File: config.mk
export PLATFORM = sky130hd
export DESIGN_NAME = a2d_sched
export DESIGN_NICKNAME = d
export VERILOG_FILES = /design/src/rtl/a2d_sched.sv
export SDC_FILE = /design/constraint.sdc
export NUM_CORES = 1
export LEC_CHECK = 0
export ABC_CLOCK_PERIOD_IN_PS = 1900
export CORE_MARGIN = 1
export CORE_UTILIZATION = 47
export CTS_CLUSTER_SIZE = 40
export DETAILED_ROUTE_END_ITERATION = 16
export PLACE_DENSITY = 0.8
export SKIP_CTS_REPAIR_TIMING = 1
export SLEW_MARGIN = 5
export SYNTH_ARGS = -nofsm -noshare
export SYNTH_HDL_FRONTEND = slang
export SYNTH_SLANG_ARGS = --single-unit
File: constraint.sdc
create_clock -name clk -period 1.9 [get_ports clk]
set_input_delay 0.38 -clock clk [delete_from_list [all_inputs] [get_ports clk]]
set_output_delay 0.38 -clock clk [all_outputs]
set_load 0.05 [all_outputs]
File: src/rtl/a2d_sched.sv
// rtl/a2d_sched.sv - round-robin A2D channel scheduler with per-channel result registers
// Optional build macro: CURR_PRIORITY_EN (6-slot order, current sampled 3x as often)
module a2d_sched #(
  parameter int FAST_SIM = 1
) (
  input  logic        clk,
  input  logic        rst_n,
  output logic        wrt,
  output logic [15:0] cmd,
  input  logic        done,
  input  logic [15:0] resp,
  output logic [11:0] batt,
  output logic [11:0] curr,
  output logic [11:0] brake,
  output logic [11:0] torque,
  output logic        cnv_cmplt,
  output logic        busy
);

  localparam int CW = (FAST_SIM != 0) ? 10 : 14;

`ifdef CURR_PRIORITY_EN
  localparam logic [2:0] LAST_SLOT = 3'd5;
`else
  localparam logic [2:0] LAST_SLOT = 3'd3;
`endif

  typedef enum logic [2:0] {
    IDLE  = 3'd0,
    CNV   = 3'd1,
    WAIT1 = 3'd2,
    GAP   = 3'd3,
    RD    = 3'd4,
    WAIT2 = 3'd5
  } state_t;

  state_t        state;
  logic [CW-1:0] tmr;
  logic          trig;
  logic [2:0]    slot;
  logic [2:0]    chan;

  // Upper response bits carry no data from the converter.
  logic unused_resp;
  assign unused_resp = ^resp[15:12];

  assign trig = &tmr;

  // Free-running trigger period counter; wraps without stopping.
  always_ff @(posedge clk) begin
    if (!rst_n) begin
      tmr <= '0;
    end else begin
      tmr <= tmr + 1'b1;
    end
  end

  // Map the slot pointer onto the physical A2D channel number.
  always_comb begin
    chan = 3'd0;
    case (slot)
`ifdef CURR_PRIORITY_EN
      3'd0: chan = 3'd0;
      3'd1: chan = 3'd1;
      3'd2: chan = 3'd3;
      3'd3: chan = 3'd1;
      3'd4: chan = 3'd4;
      3'd5: chan = 3'd1;
`else
      3'd0: chan = 3'd0;
      3'd1: chan = 3'd1;
      3'd2: chan = 3'd3;
      3'd3: chan = 3'd4;
`endif
      default: chan = 3'd0;
    endcase
  end

  // Convert/read sequencer with registered strobes, command word and results.
  always_ff @(posedge clk) begin
    if (!rst_n) begin
      state     <= IDLE;
      slot      <= 3'd0;
      wrt       <= 1'b0;
      cmd       <= 16'h0000;
      busy      <= 1'b0;
      cnv_cmplt <= 1'b0;
      batt      <= 12'h000;
      curr      <= 12'h000;
      brake     <= 12'h000;
      torque    <= 12'h000;
    end else begin
      wrt       <= 1'b0;
      cnv_cmplt <= 1'b0;
      case (state)
        IDLE: begin
          if (trig) begin
            state <= CNV;
            wrt   <= 1'b1;
            cmd   <= {2'b00, chan, 11'h000};
            busy  <= 1'b1;
          end
        end
        CNV: begin
          state <= WAIT1;
        end
        WAIT1: begin
          // Response to the convert command is meaningless and dropped.
          if (done) begin
            state <= GAP;
          end
        end
        GAP: begin
          state <= RD;
          wrt   <= 1'b1;
          cmd   <= 16'h0000;
        end
        RD: begin
          state <= WAIT2;
        end
        WAIT2: begin
          if (done) begin
            case (chan)
              3'd0:    batt   <= resp[11:0];
              3'd1:    curr   <= resp[11:0];
              3'd3:    brake  <= resp[11:0];
              3'd4:    torque <= resp[11:0];
              default: ;
            endcase
            cnv_cmplt <= 1'b1;
            busy      <= 1'b0;
            slot      <= (slot == LAST_SLOT) ? 3'd0 : slot + 3'd1;
            state     <= IDLE;
          end
        end
        default: begin
          state <= IDLE;
          busy  <= 1'b0;
        end
      endcase
    end
  end

endmodule

Word level (Yosys, flattened, before mapping). Cells that the tools add are included.

$add $sub $neg: 2. Equal/unequal tests: 14. Mux-type cells: 14. Bitwise operators: 1. Reduce and logical (&&, ||, !) cells: 14.

Operators with widths (count): $pmux W16 S2 (1); $pmux W3 S6 (1); $reduce_and A3 Y1 (6); $mux W16 (1); $eq A3 B2 Y1 const B (5); $mux W3 (4); $add A10 B1 Y10 const B (1); $reduce_and A10 Y1 (1); $eq A3 B1 Y1 const B (3); $eq A3 B3 Y1 const B (3); $pmux W3 S3 (1); $logic_not A3 Y1 (2); $ne A2 B2 Y1 const B (3); $reduce_and A2 Y1 (3); $mux W1 (4); $reduce_or A4 Y1 (1); $add A3 B1 Y3 const B (1); $pmux W1 S3 (1); $pmux W1 S2 (1); $reduce_bool A2 Y1 (1); $not A1 Y1 (1).

Bits in registers: 83. Output and inout port bits: 67. Logic and storage cells: 56.

Longest topological paths before layout. Gate-level depths: netlist of the first run.

Word-level depth: 4. Gate-level depth with buffers: 6. Gate-level depth less buffers: 5.

Least setup slack after synthesis of the first run. No wires, ideal clock.

Path kind: register to register. Start: reg slot[0]. End: reg batt[1]. Setup time: 120 ps. Arrival time: 1464 ps. Data required time: 1780 ps. Path slack: 316 ps. Stages on the path, launching flop included: 7. Path buffers: 1. Cells stage by stage: dfxtp_1 inv_1 ha_1 o21bai_1 nand3b_4 buf_6 mux2i_1.

Longest elaborated chain between the ends: 4. Elaborated cells on any way between the ends: 6.

Ends and longest elaborated chain: from (decl) (line 40) `logic [2:0] slot;`; from (signal assigned) (line 132) `slot <= (slot == LAST_SLOT) ? 3'd0 : slot + 3'd1;`; $eq A3 B2 Y1 or $eq A3 B1 Y1 (tied branches) (line 61) `case (slot)`; $pmux W3 S3 * (line 61); $logic_not A3 Y1 * (line 123) `case (chan)`; $reduce_and A3 Y1 (no line) *; to (signal assigned) (line 124) `3'd0: batt <= resp[11:0];`; to (decl) (line 12) `output logic [11:0] batt,`.

Mark *: on every way between the ends. The rest lies on a longest branch, timed or not. A chain may end at the register's enable or synchronous reset.

Worst setup path in the final report of the first run.
Start: reg curr[9]. End: out curr[9].

RTL lines: from (decl) (line 13) `output logic [11:0] curr,`; from (signal assigned) (line 125) `3'd1: curr <= resp[11:0];`.

No word-level cell between the ends.

==> metrics, run 1 <==
antenna-violating nets left=0; Final Max Tran Viols=0; H-tree depth=3; Critical R2R Launch=slot[0]$_SDFFE_PN0P_; crit-path leading delay family=buffers and inverters; CTS sink cnt=70; Worst Hold Slack=385.5 ps; internal portion of total power=2.260 mW; leading post-synthesis cells by cell area=dfxtp_1 48%, mux2i_1 17%, nand2_1 8.8%; HP Class=in -> reg; setup repair after global routing missed its margin=false; gr usage total=0.2074; highest ir drop seen on vdd=0.0005520 V; share of synthesized registers carrying an async set or reset=0; leakage dissipation=2.353 nW; Filler cells=470; final cycle utilization of the critical path=0.9798; clock slew seen by the registers of the worst setup and hold paths=70 ps; reg2reg setup slack=230 ps; number of core rows=28; sequential cell area=1401 um2; Hold Path Origin=rst_n; mean number of vias per cell=5.059; Sum Neg Setup Slack=0 ps; ranking of synthesized cells by instance count=70 x dfxtp_1, 68 x nand2_1, 50 x mux2i_1; Die ar.=6503 um2; number of distinct library cells after synthesis=39; crit path launch type=flip-flop; critical path required time=1520 ps; synthesis-to-finish area growth=33.88%; final worst clock skew=9.775 ps; result of the run=finished, final reports clean; power density over the cells=757.4 nW/um2; WP data arrival=1480 ps; critical-path cell with the highest stage delay=clkdlybuf4s50_1; Mapped Area=2907 um2; total via count after detailed routing=2,226; Num CTS Buffers=9; area used by multi-input combinational logic=1321 um2; Least-Margin Pin Slew=572.1 ps; clock latency reported for the late side of the worst-skew pair=350 ps; number of register bits inferred by synthesis=70; area of the placeable core=5956 um2; switching power as a share of total power=0.2330; first-pass GRT wire length=10.01 mm; initial core utilization=0.4880; dominant cell type by area after synthesis=dfxtp_1; number of global-route vias before repair=2,103; detailed-routing iteration count for the pre-antenna-repair pass=4; sequential element share of the synthesized area=0.4821; total count of hold-check failures in the final report=0; Die Y-Extent=80.64 um; DRT Wirelength=6.292 mm; Largest stage delay, worst path=800 ps; most repeated cell in the gate-level netlist after synthesis=dfxtp_1; start point of the critical path=curr[9]$_SDFFE_PN0P_; half-perimeter wire length of the detailed placement result=4.233 mm; Final Non-Filler Cells=440; Final min period=1862 ps; Detailed Route Iter0 Violations=111; max-capacitance violation count=0; relative contribution of the clock network to total power=0.449; final count of negative-setup-slack endpoints=0; pin count of the biggest net entering global routing=65; TritonCTS clock tree=yes; final estimated routing congestion in global placement=0.7417; residual DRC count=0; number of antenna violations at the first check in global routing=0; mean instance size in the synthesized netlist=9.988 um2; instance count after placement with tap cells included=424; wire length per cell after detailed routing=14.30 um; class of the most critical setup path=reg -> out; Psw=686.7 uW; part of the power in registers=0.501; share of the core filled with cells in the final layout=0.6534; highest net fanout along the worst path=2; fraction of post-synthesis cell area in the top cell type by area=0.4821; critical path cell sequence=clkdlybuf4s50_1; main flop type after synthesis=dfxtp_1; warning count from the yosys run=0; number of flops mapped to enable cells by yosys=0; Die Wd=80.64 um; fraction of final layout cells sized beyond drive strength 1=0.1123; worst slew margin relative to its limit=0.6180; count of input and output buffers=68; layout net count=383; Antenna Cells=0; total grt overflow=0; buffers and inverters on the worst path=1; post-layout total power=2.947 mW; gate count of the mapped netlist=291; critical path capture point type=primary output; boundary pin count=86; combinational share of power=0.050; number of buffers on the longest clock path=2; CTS Root Cell=clkbuf_8; Fmax achieved=0.5372 GHz
final cells by class:
| class | count | share of cell area |
|---|---|---|
| clock buffers | 10 | 0.03280 |
| inverters | 7 | 0.006752 |
| clock inverters | 6 | 0.02379 |
| well taps | 75 | 0.02412 |
| repair buffers | 75 | 0.2129 |
| multi-input cells | 197 | 0.3396 |
| flip-flops and latches | 70 | 0.3601 |
power by group through the flow:
stage	sequential (mW)	clock, mW	combinational (mW)
final	1.48	1.32	0.148
after global routing	1.48	1.42	0.159
after CTS	1.48	1.34	0.147
after detailed placement	1.51	0	0.147
after global placement	1.51	0	0.145
after floorplan	1.51	0	0.123
stage by stage:
stage	cell area [um2]	worst slack [ps]
after floorplan	2952	316.0
after global placement	3581	51.19
after detailed placement	3581	25.17
after CTS	3801	-48.97
after global routing	3891	2.141
final	3891	38.40
cell usage in the layout, fill, tap and decap left out, drive strengths merged, types with 3 or more instances in the layout:
master         netlist  final
a21oi                9      9
buf                 21     18
clkbuf               8     10
clkdlybuf4s50        0     22
conb                 1     13
dfxtp               70     70
dlymetal6s2s         0     35
ha                   4      4
inv                  7      9
mux2i               50     50
nand2               68     68
nand3                7      7
nor2                 9      9
o21ai                4      4
or3                  3      3
or4                  3      3
xnor2                3      3
cell families after synthesis:
| kind of cell | share of synthesized area |
|---|---|
| other | 0.001290 |
| adder cells (fa/ha/maj) | 0.01722 |
| buffers and inverters | 0.07964 |
| multiplexers | 0.1761 |
| AND/OR/NAND/NOR | 0.1894 |
| AO/OA/AOI/OAI | 0.04218 |
| flip-flops | 0.4821 |
| XOR/XNOR | 0.01206 |
routing by layer:
layer,track usage,wire length [um]
met2,0.3449,3207
met4,0.1161,157
met5,0,0
met1,0.2398,2638
met3,0.05455,289
worst paths after layout:
| check | end | depth (start not counted) |
|---|---|---|
| max | curr[9] | 1 |
| min | busy$_SDFFE_PN0P_ | 2 |
| max reg2reg | batt[8]$_SDFFE_PN0P_ | 6 |
| min reg2reg | brake[9]$_SDFFE_PN0P_ | 2 |
sequential cells by signal, summed over array words and instances, names as in the netlist:
name / count
busy: 1
brake: 12
cnv_cmplt: 1
tmr: 10
curr: 12
batt: 12
state: 3
slot: 3
wrt: 1
torque: 12
cmd: 3
No activity file was read; power rests on OpenSTA's default activity.
==> run 2, diff against run 1 <==
- PLACE_DENSITY: 0.8 -> 0.9
==> run 2 against run 1 <==
Effect of this change:
- via count fell by 0.18%
- wire length fell by 0.83%
- register-to-register slack got worse by 20 ps
- fmax rose by 0.11%
- first-iteration DRC count rose by 14%
- die area did not move
- final cell count did not move
- combinational power barely moved
- sequential power barely moved
- clock power fell by 7%
- core utilization barely moved
- largest cell class unchanged
- highest routed layer unchanged
==> metrics, run 2 (same netlist as run 1, synthesis figures left out) <==
half-perimeter wire length of the detailed placement result=4.179 mm (was 4.233 mm); WP data arrival=1480 ps (about the same); Detailed Route Iter0 Violations=127 (was 111); final worst clock skew=9.784 ps (was 9.775 ps); Die ar.=6503 um2 (unchanged); final cycle utilization of the critical path=0.9787 (was 0.9798); Fmax achieved=0.5378 GHz (was 0.5372 GHz); residual DRC count=0 (unchanged); Final min period=1860 ps (was 1862 ps); mean number of vias per cell=5.050 (was 5.059); crit path launch type=flip-flop (unchanged); Worst R2R Path Depth=4 (was 6); setup slack after placement=35.30 ps (was 25.17 ps); Least-Margin Pin Slew=529.6 ps (was 572.1 ps); CTS sink cnt=70 (unchanged); Filler cells=464 (was 470); worst slew margin relative to its limit=0.6463 (was 0.6180); top library cells by usage in the layout, fill and taps aside=70 x dfxtp_1, 68 x nand2_1, 50 x mux2i_1, 39 x dlymetal6s2s_1, 20 x clkdlybuf4s50_1 (was 70 x dfxtp_1, 68 x nand2_1, 50 x mux2i_1, 35 x dlymetal6s2s_1, 22 x clkdlybuf4s50_1); crit-path leading delay family=buffers and inverters (unchanged); dpl cell area=3586 um2 (was 3581 um2); Critical R2R Launch=slot[0]$_SDFFE_PN0P_ (unchanged); class of the most critical setup path=reg -> out (unchanged); end point of the worst hold path=busy$_SDFFE_PN0P_ (unchanged); clock slew seen by the registers of the worst setup and hold paths=70 ps (about the same); final estimated routing congestion in global placement=0.7129 (was 0.7417); reg2reg setup slack=210 ps (was 230 ps); Final Max Tran Viols=0 (unchanged); critical path capture point type=primary output (unchanged); number of buffers on the longest clock path=2 (unchanged); post-route worst setup slack=40.45 ps (was 38.40 ps); synthesis-to-finish area growth=33.92% (was 33.88%); final count of negative-setup-slack endpoints=0 (unchanged); highest net fanout along the worst path=2 (unchanged); number of core rows=28 (unchanged); boundary pin count=86 (unchanged); clock latency reported for the late side of the worst-skew pair=340 ps (was 350 ps); buffers and inverters on the worst path=1 (unchanged); critical-path cell with the highest stage delay=clkdlybuf4s50_1 (unchanged); Critical Path Stages=1 (unchanged); area of the placeable core=5956 um2 (unchanged); H-tree depth=3 (unchanged); number of global-route vias before repair=2,002 (was 2,103); initial core utilization=0.4880 (unchanged); detailed-routing iteration count for the pre-antenna-repair pass=4 (unchanged); CTS Root Cell=clkbuf_8 (unchanged); Die Y-Extent=80.64 um (unchanged); gr usage total=0.1957 (was 0.2074); total via count after detailed routing=2,222 (was 2,226); Largest stage delay, worst path=800 ps (about the same); RR Endpoint=batt[0]$_SDFFE_PN0P_ (was batt[8]$_SDFFE_PN0P_); share of the core filled with cells in the final layout=0.6536 (was 0.6534); HP Class=in -> reg (unchanged); first-pass GRT wire length=9.473 mm (was 10.01 mm); total count of hold-check failures in the final report=0 (unchanged); layout net count=383 (unchanged); count of input and output buffers=68 (unchanged); DRT Wirelength=6.240 mm (was 6.292 mm); total grt overflow=0 (unchanged); result of the run=finished, final reports clean (unchanged); fraction of final layout cells sized beyond drive strength 1=0.1068 (was 0.1123); critical path cell sequence=clkdlybuf4s50_1 (unchanged); Finished Cell Area=3892 um2 (was 3891 um2); Die Wd=80.64 um (unchanged); setup repair after global routing missed its margin=false (unchanged); Hold Path Origin=rst_n (unchanged); antenna-violating nets left=0 (unchanged); TritonCTS clock tree=yes (unchanged); max-capacitance violation count=0 (unchanged); wire length per cell after detailed routing=14.18 um (was 14.30 um); leakage dissipation=2.429 nW (was 2.353 nW); Min-Delay Path Depth=2 (unchanged); pin count of the biggest net entering global routing=65 (unchanged); critical path required time=1520 ps (about the same); power density over the cells=733.1 nW/um2 (was 757.4 nW/um2); number of antenna violations at the first check in global routing=0 (unchanged); highest ir drop seen on vdd=0.0005045 V (was 0.0005520 V); post-layout total power=2.854 mW (was 2.947 mW); Num CTS Buffers=9 (unchanged); leading cell type in the layout, fill and taps excluded=dfxtp_1 (unchanged); Antenna Cells=0 (unchanged)
==> run 2: where the power goes <==
| group | leakage [nW] | internal [mW] | total, mW | switching (mW) |
|---|---|---|---|---|
| logic | 1.76 | 0.0415 | 0.148 | 0.107 |
| registers | 0.564 | 1.47 | 1.48 | 0.00500 |
| clock network | 0.109 | 0.678 | 1.23 | 0.551 |
| total | 2.43 | 2.19 | 2.85 | 0.663 |
==> run 2: stage by stage <==
step	TNS, ps	hold WS (ps)	std cells
5_1_grt	0	370.6	440
3_3_place_gp	0	440.9	424
3_5_place_dp	0	453.0	424
2_1_floorplan	0	429.5	303
6_report	0	379.0	440
4_1_cts	-8.145	367.6	440
==> run 2: worst max-delay path by stage <==
stage | startpoint | to | slack [ps]
3_5_place_dp | done | torque[7]$_SDFFE_PN0P_ | 40
4_1_cts | brake[4]$_SDFFE_PN0P_ | brake[4] | -7
2_1_floorplan | slot[0]$_SDFFE_PN0P_ | batt[1]$_SDFFE_PN0P_ | 320
6_report | cmd[12]$_SDFFE_PN0P_ | cmd[12] | 40
3_3_place_gp | done | batt[11]$_SDFFE_PN0P_ | 60
5_1_grt | brake[8]$_SDFFE_PN0P_ | brake[8] | 0.3
==> run 2: metal layers <==
metal	global-route usage	vias up	part of all wire
met5	0	-	0
met1	0.2400	1046	0.43
li1	-	1096	-
met4	0.08571	0	0.022
met2	0.3186	66	0.51
met3	0.05341	14	0.038
==> run 2: area by class of cell <==
type / instances / area [um2] / share of cell area
Inverter: 7 / 26.28 / 0.006750
Sequential cell: 70 / 1401 / 0.3600
Timing Repair Buffer: 75 / 843.3 / 0.2167
Multi-Input combinational cell: 197 / 1319 / 0.3388
Clock inverter: 5 / 57.56 / 0.01479
Tap cell: 75 / 93.84 / 0.02411
Clock buffer: 11 / 151.4 / 0.03889
